--- config.mk ---
export PLATFORM = sky130hd
export DESIGN_NAME = reg_file
export DESIGN_NICKNAME = d
export VERILOG_FILES = /design/src/rtl/reg_file.sv
export SDC_FILE = /design/constraint.sdc
export NUM_CORES = 2
export LEC_CHECK = 0
export BUFFER_PORTS_ARGS = -buffer_cell sky130_fd_sc_hd__buf_2
export CAP_MARGIN = 20
export CORE_MARGIN = 2
export CORE_UTILIZATION = 50
export CTS_CLUSTER_SIZE = 30
export DETAILED_ROUTE_END_ITERATION = 6
export GPL_TIMING_DRIVEN = 0
export PLACE_DENSITY_LB_ADDON = 0.25
export SYNTH_ARGS = -nofsm -noshare
export SYNTH_HDL_FRONTEND = slang
export SYNTH_SLANG_ARGS = --single-unit
--- constraint.sdc ---
create_clock -name clock -period 3.6 [get_ports clock]
set_input_delay 0.72 -clock clock [delete_from_list [all_inputs] [get_ports clock]]
set_output_delay 0.72 -clock clock [all_outputs]
set_load 0.01 [all_outputs]
--- src/rtl/reg_file.sv ---
// -----------------------------------------------------------------------------
// reg_file
//   General-purpose integer register file for the RISC-V datapath:
//   2**ADDR_WIDTH entries of DATA_WIDTH bits, two combinational read ports and
//   one synchronous write port. Register x0 is hardwired to zero.
//
// Ports
//   read_reg_num1  in   ADDR_WIDTH  rs1 index
//   read_reg_num2  in   ADDR_WIDTH  rs2 index
//   write_reg      in   ADDR_WIDTH  rd index
//   write_data     in   DATA_WIDTH  data written to rd
//   read_data1     out  DATA_WIDTH  contents of rs1 (zero latency)
//   read_data2     out  DATA_WIDTH  contents of rs2 (zero latency)
//   regwrite       in   1           write enable, active-high
//   clock          in   1           writes land on the rising edge
//   reset          in   1           asynchronous, active-low; clears all entries
//
// There is no write-to-read forwarding: a read of the register being written
// returns the old value until the edge. Same-cycle bypass belongs to the
// pipeline.
// -----------------------------------------------------------------------------
module reg_file #(
    parameter int DATA_WIDTH = 32,
    parameter int ADDR_WIDTH = 5
) (
    input  logic [ADDR_WIDTH-1:0] read_reg_num1,
    input  logic [ADDR_WIDTH-1:0] read_reg_num2,
    input  logic [ADDR_WIDTH-1:0] write_reg,
    input  logic [DATA_WIDTH-1:0] write_data,
    output logic [DATA_WIDTH-1:0] read_data1,
    output logic [DATA_WIDTH-1:0] read_data2,
    input  logic                  regwrite,
    input  logic                  clock,
    input  logic                  reset
);

    localparam int NUM_REGS = 2 ** ADDR_WIDTH;

    logic [DATA_WIDTH-1:0] regs [NUM_REGS];

    // Writes to index 0 are dropped, so regs[0] only ever holds its reset
    // value and collapses to a constant in synthesis.
    logic write_en;
    assign write_en = regwrite && (write_reg != '0);

    always_ff @(posedge clock or negedge reset) begin
        if (!reset) begin
            for (int i = 0; i < NUM_REGS; i++) begin
                regs[i] <= '0;
            end
        end else if (write_en) begin
            regs[write_reg] <= write_data;
        end
    end

    // The explicit zero select keeps x0 reading zero independent of the array.
    always_comb begin
        read_data1 = '0;
        read_data2 = '0;
        if (read_reg_num1 != '0) begin
            read_data1 = regs[read_reg_num1];
        end
        if (read_reg_num2 != '0) begin
            read_data2 = regs[read_reg_num2];
        end
    end

endmodule

# == Word-level counts from Yosys, hierarchy flattened ==
# Index checks and enable logic that the tools add are counted.
# totals
ff_bits,1024
inputBits,50
output_inout_bits,64
elab_cells,55
# classes
n_lt_le_gt_ge,4
n_mux,11
bitwise_logic,3
n_reduce_logical,5
# ops
cell,count
bitwise mux 1024 bit,1
binary-select mux 32 bit (select 5 bit),2
2-to-1 mux 32 bit,7
demux 32 bit (select 5 bit),1
"greater-or-equal comparator 6 bit, second input constant",3
inverter 5 -> 6 bit,3
nonzero test 5 bit,3
"< comparator 6 x 1 -> 1 bit, second input constant",1
logical AND 1 bit,2

# == Logic depth before layout (Yosys ltp) ==
# logic_depth
depth_word,6
depth_mapped,7

# == Worst setup path after synthesis ==
# OpenSTA, ideal clock, no wires.
# synth_path
kind,input-to-output
start,input port read_reg_num2[1]
end,output port read_data2[31]
arrival_ps,2163
t_required_ps,2880
setup_slack_ps,717
path_stages,6
n_path_buf,2
cell_sequence,buf_2 > buf_2 > mux4_2 > mux2_2 > o21ai_0 > a311oi_1
# synth_between
elab_chain_len,5
# synth_rtl
element,line,text
from (decl),27,"input logic [ADDR_WIDTH-1:0] read_reg_num2,"
inverter 5 -> 6 bit (implied by the code),64,read_data2 = regs[read_reg_num2];
binary-select mux 32 bit (select 5 bit),64,
2-to-1 mux 32 bit (implied by the code) (2 in series),64,
2-to-1 mux 32 bit (*),63,if (read_reg_num2 != '0) begin
to (decl),31,"output logic [DATA_WIDTH-1:0] read_data2,"
# Every way passes the cells marked *; elsewhere a longest branch is shown, timed or not. The select of a mux whose other input is x is not followed.

# == Final worst setup path ==
# layout_path
start,input port read_reg_num1[0]
end,output port read_data1[19]
# layout_between
elab_chain_len,5
# layout_rtl
element,line,text
from (decl),26,"input logic [ADDR_WIDTH-1:0] read_reg_num1,"
inverter 5 -> 6 bit (implied by the code),61,read_data1 = regs[read_reg_num1];
binary-select mux 32 bit (select 5 bit),61,
2-to-1 mux 32 bit (implied by the code) (2 in series),61,
2-to-1 mux 32 bit (*),60,if (read_reg_num1 != '0) begin
to (decl),30,"output logic [DATA_WIDTH-1:0] read_data1,"
# Marks and branches as above.

==> metrics.md <==
| Metric | Value |
|---|---|
| Status | `complete, but fails checks` |
| Failing checks | `design-rule violations, negative hold slack, negative setup slack` |
| CTS H-tree lvls | `3` |
| DP HPWL | `146500 µm` |
| Critical path required time | `2.88 ns` |
| Register area share after synthesis | `47.14%` |
| Die ar. | `111400 µm²` |
| Syn Nets | `3671` |
| Max-slew violation count | `0` |
| Synth warn | `0` |
| Hold-fix buffers at CTS | `0` |
| Skew final | `0 ns` |
| Routed Antenna Nets | `0` |
| GRT Total Usage | `36.69%` |
| F_max | `272.9 MHz` |
| Syn-to-layout area delta | `15.96%` |
| Net count, final | `3903` |
| Chip width | `333.7 µm` |
| Vias/cell | `7.036` |
| Inst Count DP | `5146` |
| Gpl congestion | `1.008` |
| Initial Utilization | `50.56%` |
| First-pass GRT wire length | `286000 µm` |
| Final period util | `101.8%` |
| Starting DRT DRC Count | `4929` |
| Commonest non-fill, non-tap cell in the layout | `mux2_2` |
| Initial antenna violation count | `7` |
| # Max-Cap Violations | `0` |
| Dpl ws | `-1.773 ns` |
| Pre-antenna DRT Iters | `7` |
| Rows | `120` |
| FF-to-FF path depth | `1` |
| Pleak | `0.02698 µW` |
| Worst vdd ir | `0.3642 mV` |
| Reg area | `25620 µm²` |
| Hold WC Path Type | `in2async` |
| Largest net degree at the start of global routing | `168` |
| Worst slew pin tran | `1.145 ns` |
| Hold Fails Final Rpt | `4` |
| Largest regs | `regs x1024` |
| Setup TNS | `-0.8547 ns` |
| R2r setup slk | `2.76 ns` |
| Clock transition at path regs | `0.06 ns` |
| Crit path arrival time | `2.94 ns` |
| Vias in the first global route | `37560` |
| Area of the multi-input gates | `28000 µm²` |
| Worst-path cell with the longest stage delay | `a311oi_4` |
| #FFs+latches synth | `1024` |
| Max FFs per register | `1024` |
| Final setup violation count | `23` |
| Worst-skew pair later-pin latency | `0.70 ns` |
| Biggest register | `regs` |
| Via count | `37650` |
| Max_slew headroom | `23.66%` |
| Remaining DRCs | `10` |
| Routed length per instance | `37.98 µm` |
| CTS Buf Count | `109` |
| Max incr delay on CP | `0.51 ns` |
| Final Core Density | `58.63%` |
| Asr flop ratio synth | `100.0%` |
| Pwr dens | `569.9 nW/µm²` |
| Critical Path Sink Type | `output pin` |
| Io pins | `114` |
| Sink Count | `1024` |
| Hold slack final | `-0.03212 ns` |
| CP Launch Type | `input pin` |
| Ys flop type | `dfrtp_1` |
| Syn Area/Cell | `15.01 µm²` |
| Unique masters post-synth | `34` |
| Post-route insts no fill | `5351` |
| Post-Synthesis Cells | `3621` |
| Longest Clk Path Bufs | `3` |
| GRT overflow | `0` |
| TritonCTS clock tree | `done` |
| Fillers | `8414` |
| RSZ-0062 raised after global routing | `yes` |
| Synthesized area | `54360 µm²` |
| Total Wirelength | `203200 µm` |
| Share of layout cells above drive strength 1 | `56.55%` |
| EDFF count, synth | `0` |
| Worst-path fanout max | `10` |
| CP cell instances | `buf_4 > inv_1 > buf_6 > buf_12 > clkbuf_8 > o2111ai_2 > a311oi_4 > buf_2` |
| Min Tclk post-route | `3.664 ns` |
| Port bufs | `103` |
| Min setup slack post-route | `-0.06442 ns` |
| Core area | `107500 µm²` |
| Die height | `333.7 µm` |
| Critical path class | `in2out` |
| CTS Root Cell | `clkbuf_16` |
| Commonest cells after routing, fill and taps aside | `1046 x mux2_2, 1024 x dfrtp_1, 448 x mux4_2` |
==> worst max-delay path, delay by kind of cell <==
kind,cells,cell delay (ns)
AO/OA/AOI/OAI,2,0.84
buffers and inverters,6,1.34
==> through the flow <==
step	power (µW)	cell area [µm²]	hold slack [ns]
6_report	35920	63030	-0.03212
5_1_grt	36950	63020	0.05040
4_1_cts	35540	62650	0.05688
3_5_place_dp	22630	57010	0.4668
3_3_place_gp	22280	56630	0.4559
2_1_floorplan	19970	54360	0.4244
==> Yosys cell counts, types with 31 or more instances <==
master    count  area [µm²]
mux2_2     1046       11780
dfrtp_1    1024       25620
mux4_2      448       10090
clkbuf_1    221       829.6
buf_2       172       860.8
mux2i_1     128        1281
o21ai_0     101       505.5
nor2b_1      71       444.2
a211oi_1     64       480.5
a22oi_1      64       480.5
a311oi_1     64       560.5
nand2_1      49       183.9
a221oi_1     46       402.9
buf_4        31       232.7
==> path summary, 6_finish.rpt <==
check / endpoint / startpoint
min in group clock: regs[22] / write_data[22]
setup reg to reg: regs[529] / regs[529]
hold reg to reg: regs[996] / regs[996]
max in group asynchronous: regs[1001] / reset
setup / recovery: read_data1[19] / read_reg_num1[0]
hold / removal: regs[150] / reset
==> logic make-up after synthesis <==
family | count (synthesis) | share of synthesized area (%)
AOI/OAI and AO/OA | 366 | 4.843
buffers and inverters | 434 | 3.609
and+or+nand+nor | 165 | 1.611
DFF | 1024 | 47.14
muxes | 1632 | 42.80
==> where the power goes <==
group	total (µW)	internal (µW)	switching (µW)
Sequential	15400	13700	1660
Clock	12700	7690	5010
Combinational	7870	4240	3620
Total	35900	25600	10300
==> layout make-up <==
class	count	share of cell area [%]
Multi-Input combinational cell	2163	44.42
Sequential cell	1024	40.65
Clock buffer	153	5.217
Buffer	429	4.260
Tap cell	1403	2.785
Timing Repair Buffer	124	1.459
Clock inverter	50	1.171
Inverter	2	0.01787
Antenna cell	3	0.01191
==> timing repair <==
item	in CTS	in global routing
pin swaps	25	21
setup buffers	0	1
gates resized for setup	410	98
endpoints found under the setup margin	64	51
==> layer usage <==
| layer | track usage [%] | wire length, µm | up-vias |
|---|---|---|---|
| met5 | 0 | 35 | - |
| li1 | - | - | 14500 |
| met3 | 14.19 | 26540 | 569 |
| met4 | 19.10 | 12170 | 6 |
| met1 | 49.00 | 77570 | 20040 |
| met2 | 52.07 | 86930 | 2530 |
(Power assumes the default switching activity.)
